File: config.mk
export PLATFORM = sky130hd
export DESIGN_NAME = uart_rx_ctrl
export DESIGN_NICKNAME = d
export VERILOG_FILES = /design/src/rtl/uart_rx_ctrl.sv
export SDC_FILE = /design/constraint.sdc
export NUM_CORES = 1
export LEC_CHECK = 0
export BUFFER_PORTS_ARGS = -buffer_cell sky130_fd_sc_hd__buf_2
export CAP_MARGIN = 5
export CORE_ASPECT_RATIO = 0.5
export CORE_MARGIN = 2
export CORE_UTILIZATION = 35
export CTS_BUF_LIST = sky130_fd_sc_hd__clkbuf_16
export DETAILED_ROUTE_END_ITERATION = 10
export PLACE_DENSITY = 0.6
export SLEW_MARGIN = 20
export SYNTH_ARGS = -nofsm -noshare
export SYNTH_HDL_FRONTEND = slang
export SYNTH_SLANG_ARGS = --single-unit
export TNS_END_PERCENT = 10
File: constraint.sdc
create_clock -name clk -period 4.13 [get_ports clk]
set_input_delay 1.0325 -clock clk [delete_from_list [all_inputs] [get_ports clk]]
set_output_delay 1.0325 -clock clk [all_outputs]
set_load 0.02 [all_outputs]
File: src/rtl/uart_rx_ctrl.sv
// UART receive controller: show-ahead byte FIFO, overrun and idle timeout
// flags, and one registered level interrupt for the register block.
//
// Ports:
//   clk, rst_n       clock, async active-low reset
//   rx_data/valid    byte strobe from the receiver
//   enable           gate for incoming bytes
//   flush            empty the FIFO, clear timeout
//   rd_en            pop request; rd_data is the head byte
//   rd_empty/full    occupancy status
//   level            occupancy 0..DEPTH
//   thresh           level interrupt threshold (0 = off)
//   irq_en           [0] level, [1] timeout, [2] overrun
//   ovr_clr          clear overrun
//   overrun/timeout  sticky status flags
//   irq              registered interrupt
module uart_rx_ctrl #(
  parameter int CLOCK_FREQ    = 50000000,
  parameter int BAUD_RATE     = 9600,
  parameter int DEPTH         = 16,
  parameter int TIMEOUT_CHARS = 4,
  localparam int LW = $clog2(DEPTH + 1)
) (
  input  logic          clk,
  input  logic          rst_n,
  input  logic [7:0]    rx_data,
  input  logic          rx_valid,
  input  logic          enable,
  input  logic          flush,
  input  logic          rd_en,
  output logic [7:0]    rd_data,
  output logic          rd_empty,
  output logic          rd_full,
  output logic [LW-1:0] level,
  input  logic [LW-1:0] thresh,
  input  logic [2:0]    irq_en,
  input  logic          ovr_clr,
  output logic          overrun,
  output logic          timeout,
  output logic          irq
);

  localparam int PW      = $clog2(DEPTH);
  localparam int CPB     = CLOCK_FREQ / BAUD_RATE;
  localparam int TO_CLKS = TIMEOUT_CHARS * 10 * CPB;
  localparam int TW      = $clog2(TO_CLKS + 1);

  typedef enum logic [1:0] {
    IDLE,
    COUNT,
    EXPIRED
  } state_t;

  logic [7:0]    mem [DEPTH];
  logic [PW-1:0] wr_ptr;
  logic [PW-1:0] rd_ptr;
  logic          push;
  logic          pop;
  logic          ovr_set;
  logic          act;
  logic [LW-1:0] lvl_nxt;
  state_t        state;
  logic [TW-1:0] cnt;

  always_comb begin
    pop     = rd_en & !rd_empty;
    push    = rx_valid & enable & (!rd_full | pop);
    ovr_set = rx_valid & enable & rd_full & !pop;
    act     = push | pop;
    lvl_nxt = level;
    if (flush)
      lvl_nxt = '0;
    else if (push & !pop)
      lvl_nxt = level + 1'b1;
    else if (pop & !push)
      lvl_nxt = level - 1'b1;
  end

  // Head byte is masked while empty so reset reads as zero.
  assign rd_data = rd_empty ? 8'h00 : mem[rd_ptr];

  always_ff @(posedge clk) begin
    if (push & !flush)
      mem[wr_ptr] <= rx_data;
  end

  always_ff @(posedge clk or negedge rst_n) begin
    if (!rst_n) begin
      wr_ptr   <= '0;
      rd_ptr   <= '0;
      level    <= '0;
      rd_empty <= 1'b1;
      rd_full  <= 1'b0;
    end else begin
      if (flush) begin
        wr_ptr <= '0;
        rd_ptr <= '0;
      end else begin
        if (push) wr_ptr <= wr_ptr + 1'b1;
        if (pop)  rd_ptr <= rd_ptr + 1'b1;
      end
      level    <= lvl_nxt;
      rd_empty <= (lvl_nxt == '0);
      rd_full  <= (lvl_nxt == LW'(DEPTH));
    end
  end

  // Set beats clear when both land together.
  always_ff @(posedge clk or negedge rst_n) begin
    if (!rst_n)
      overrun <= 1'b0;
    else if (ovr_set)
      overrun <= 1'b1;
    else if (ovr_clr)
      overrun <= 1'b0;
  end

  // Transitions use the post-edge level so the count starts on the
  // same edge as the push that made the FIFO non-empty.
  always_ff @(posedge clk or negedge rst_n) begin
    if (!rst_n) begin
      state   <= IDLE;
      cnt     <= '0;
      timeout <= 1'b0;
    end else begin
      unique case (state)
        IDLE: begin
          cnt <= '0;
          if (lvl_nxt != '0)
            state <= COUNT;
        end
        COUNT: begin
          if (flush || lvl_nxt == '0) begin
            state <= IDLE;
            cnt   <= '0;
          end else if (act) begin
            cnt <= '0;
          end else if (cnt == TW'(TO_CLKS - 1)) begin
            state   <= EXPIRED;
            timeout <= 1'b1;
            cnt     <= '0;
          end else begin
            cnt <= cnt + 1'b1;
          end
        end
        EXPIRED: begin
          if (flush || act) begin
            timeout <= 1'b0;
            cnt     <= '0;
            state   <= (lvl_nxt == '0) ? IDLE : COUNT;
          end
        end
        default: begin
          state   <= IDLE;
          cnt     <= '0;
          timeout <= 1'b0;
        end
      endcase
    end
  end

  always_ff @(posedge clk or negedge rst_n) begin
    if (!rst_n)
      irq <= 1'b0;
    else
      irq <= (irq_en[0] & (thresh != '0) & (level >= thresh))
           | (irq_en[1] & timeout)
           | (irq_en[2] & overrun);
  end

endmodule

==> results by group <==
Power and ir drop
  – Max VDD drop: approximately 0.00029 V
  – Total power draw: 4280 uW
  – PD cells: 511 nW/um^2
  – Leak: 0.00301 uW

Synthesis
  – Ys flop type: edfxtp_1
  – Synth Net Count: 490
  – Top cells by area, synth: edfxtp_1, dfrtp_1, mux4_2
  – Synth Warn #: 0
  – Synth Cell Area: a little over 7000 sq um
  – Ys async rst share: 22.9%
  – Cell taking the most area after synthesis: edfxtp_1
  – Synthesized instance count: 454
  – Post-synth top cells: edfxtp_1, mux4_2, dfrtp_1
  – Area share of the leading cell type in the synthesized netlist: 53.1%
  – Seq/Total Area, Yosys: between 60% and 70%
  – Distinct cells, synth: 52
  – Mean cell area of the mapped netlist: 15.9 sq um
  – Count leader, synth: edfxtp_1
  – Flop and latch count out of synthesis: 166
  – Number of synthesized flops with an enable pin: 128

Worst setup path
  – Reg-to-reg setup timing slack: 1.10 ns
  – Kind of critical path: flip-flop to output port
  – Startpoint Class: flip-flop
  – Crit. End Element: output port
  – Crit Path Max Fanout: 10
  – CP Data Required Time: between 3 and 4 ns
  – WP data arrival: roughly 2.7 ns

Finish
  – Synthesis-to-finish area growth: 15.6%
  – Diodes inserted: 0
  – Share of cells above drive strength 1: 26.2%
  – Post-layout util: around 40%
  – Final #Nets: around 540

Placement
  – Pre-CTS setup slack: 0.625 ns
  – Detailed Place HPWL: roughly 9400 um
  – Routability congestion estimate: 0.741
  – I/O Buffers: 40

Floorplanning
  – Cell row count: 37
  – Initial core utilization: 35.5%
  – Core area: 20,400 sq um
  – Die height: 106 um
  – Die W: between 200 and 250 um
  – Die area: 21,900 sq um
  – IO Count: 41

Route
  – Via Count: between 4,000 and 5,000
  – Initial DRC Count: between 400 and 500
  – Vias per cell: about 5
  – Total wire length: 15,000 um
  – Remaining DRCs: 0
  – First drt pass iteration count: 5
  – Final ANT Viol Nets: 0
  – Wire per inst: 19.0 um

Global routing
  – First-pass GRT wire length: 23,900 um
  – Global route overflow: 0
  – Total Routing Usage GR: 14.6%
  – Number of antenna violations at the first check in global routing: 0
  – Vias in the first global route: 4,235
  – Pin count of the biggest net entering global routing: 39

Timing
  – Tcrit/Tclk final: 89.2%
  – Pins Over Slew Limit: 0
  – Max-slew headroom: 42.7%
  – Tightest Pin Transition: 0.859 ns
  – Setup_tns: 0 ns
  – Final Hold Viols: 0
  – Final worst slack: between 0.4 and 0.5 ns
  – Endpoints failing setup: 0
  – Final setup skew: 0.0117 ns
  – Max Fclk: around 270 MHz
  – Minimum clock period: ~3.7 ns
  – Hold WS: 0.520 ns
  – RSZ-0062 raised after global routing: no

Clock tree
  – CTS tree: built
  – Clock Sinks: between 150 and 200
  – Clock tree buffer depth: 2
  – Worst skew pair latency: 0.44 ns
  – Hold Buf Count CTS: 0
  – CTS Buf Count: 17
  – H-tree depth: 4
  – CTS root buf: clkbuf_16
  – CTS clk-pin slew, worst paths: ~0.070 ns
  – CTS resizes: 0
  – Post-CTS setup buffers: 0

Job
  – Max-cap violation count: 0

Status
  – Status: complete, no violations

Worst hold path
  – Worst hold path type: flip-flop to flip-flop
critical path, cell delays in order, from the launching register on:
cell,delay (ns)
dfrtp_2,0.58
buf_4,0.28
mux4_2,0.53
mux4_2,0.50
nor2b_1,0.16
buf_2,0.17
flip-flops by register name, summed over array words and instances, names as in the netlist:
name,flops
timeout,1
mem,128
overrun,1
level,5
wr_ptr,4
irq,1
rd_full,1
rd_empty,1
cnt,18
state,2
rd_ptr,4
metrics by stage:
step	std cells	instance area, sq um
finish	788	8370
global route	788	8370
CTS	788	8370
detailed placement	756	7780
global placement	756	7780
floorplan	454	7240
logic make-up after synthesis:
| group | Yosys count | share of synthesized area [%] |
|---|---|---|
| compound gates | 45 | 4.79 |
| buf+inv | 33 | 1.87 |
| fa+ha+maj | 13 | 2.25 |
| xor+xnor | 9 | 1.09 |
| flops | 166 | 66.3 |
| simple gates | 145 | 10.8 |
| mux | 43 | 12.9 |
cells in the final DEF, fill, tap and decap left out, types with 5 or more instances in the layout:
cell type,count
edfxtp_1,128
mux4_2,40
buf_2,40
dfrtp_1,36
nor2_1,32
nand2_1,26
clkbuf_16,17
nor3_1,13
ha_1,13
and3_1,12
inv_1,11
and2_1,10
nand3_1,10
buf_4,10
nor2b_1,9
a221o_1,9
a21oi_1,7
o31ai_1,6
xor2_1,6
nand4_1,5
inv_8,5
metal layers:
layer / track usage (%) / up-vias / part of all wire, %
met1: 19.9 / 2076 / 46
met2: 23.6 / 92 / 49
met5: 0 / - / 0
met4: 4.69 / 0 / 1.1
li1: - / 1880 / -
met3: 2.89 / 11 / 4.4
final cells by class:
cell class	count	area, sq um
flip-flops and latches	166	4800
inverters	11	41.3
multi-input cells	255	2310
repair buffers	51	295
well taps	273	342
clock buffers	17	425
fillers	1825	12000
clock inverters	15	160
power breakdown:
group	total [uW]	internal (uW)	switching, uW
clock	1560	810	746
combinational	787	353	434
sequential	1930	1850	83.5
path summary, 6_finish.rpt:
| kind | endpoint | depth (start not counted) | startpoint |
|---|---|---|---|
| max in group asynchronous | rd_ptr[0] | 1 | rst_n |
| worst max register to register | cnt[14] | 9 | rd_empty |
| worst min-delay path | state[0] | 1 | state[0] |
| worst min register to register | state[0] | 1 | state[0] |
| min in group asynchronous | cnt[4] | 1 | rst_n |
| worst max-delay path | rd_data[3] | 5 | rd_ptr[0] |
Note: power is estimated with default switching activity, not from simulation.
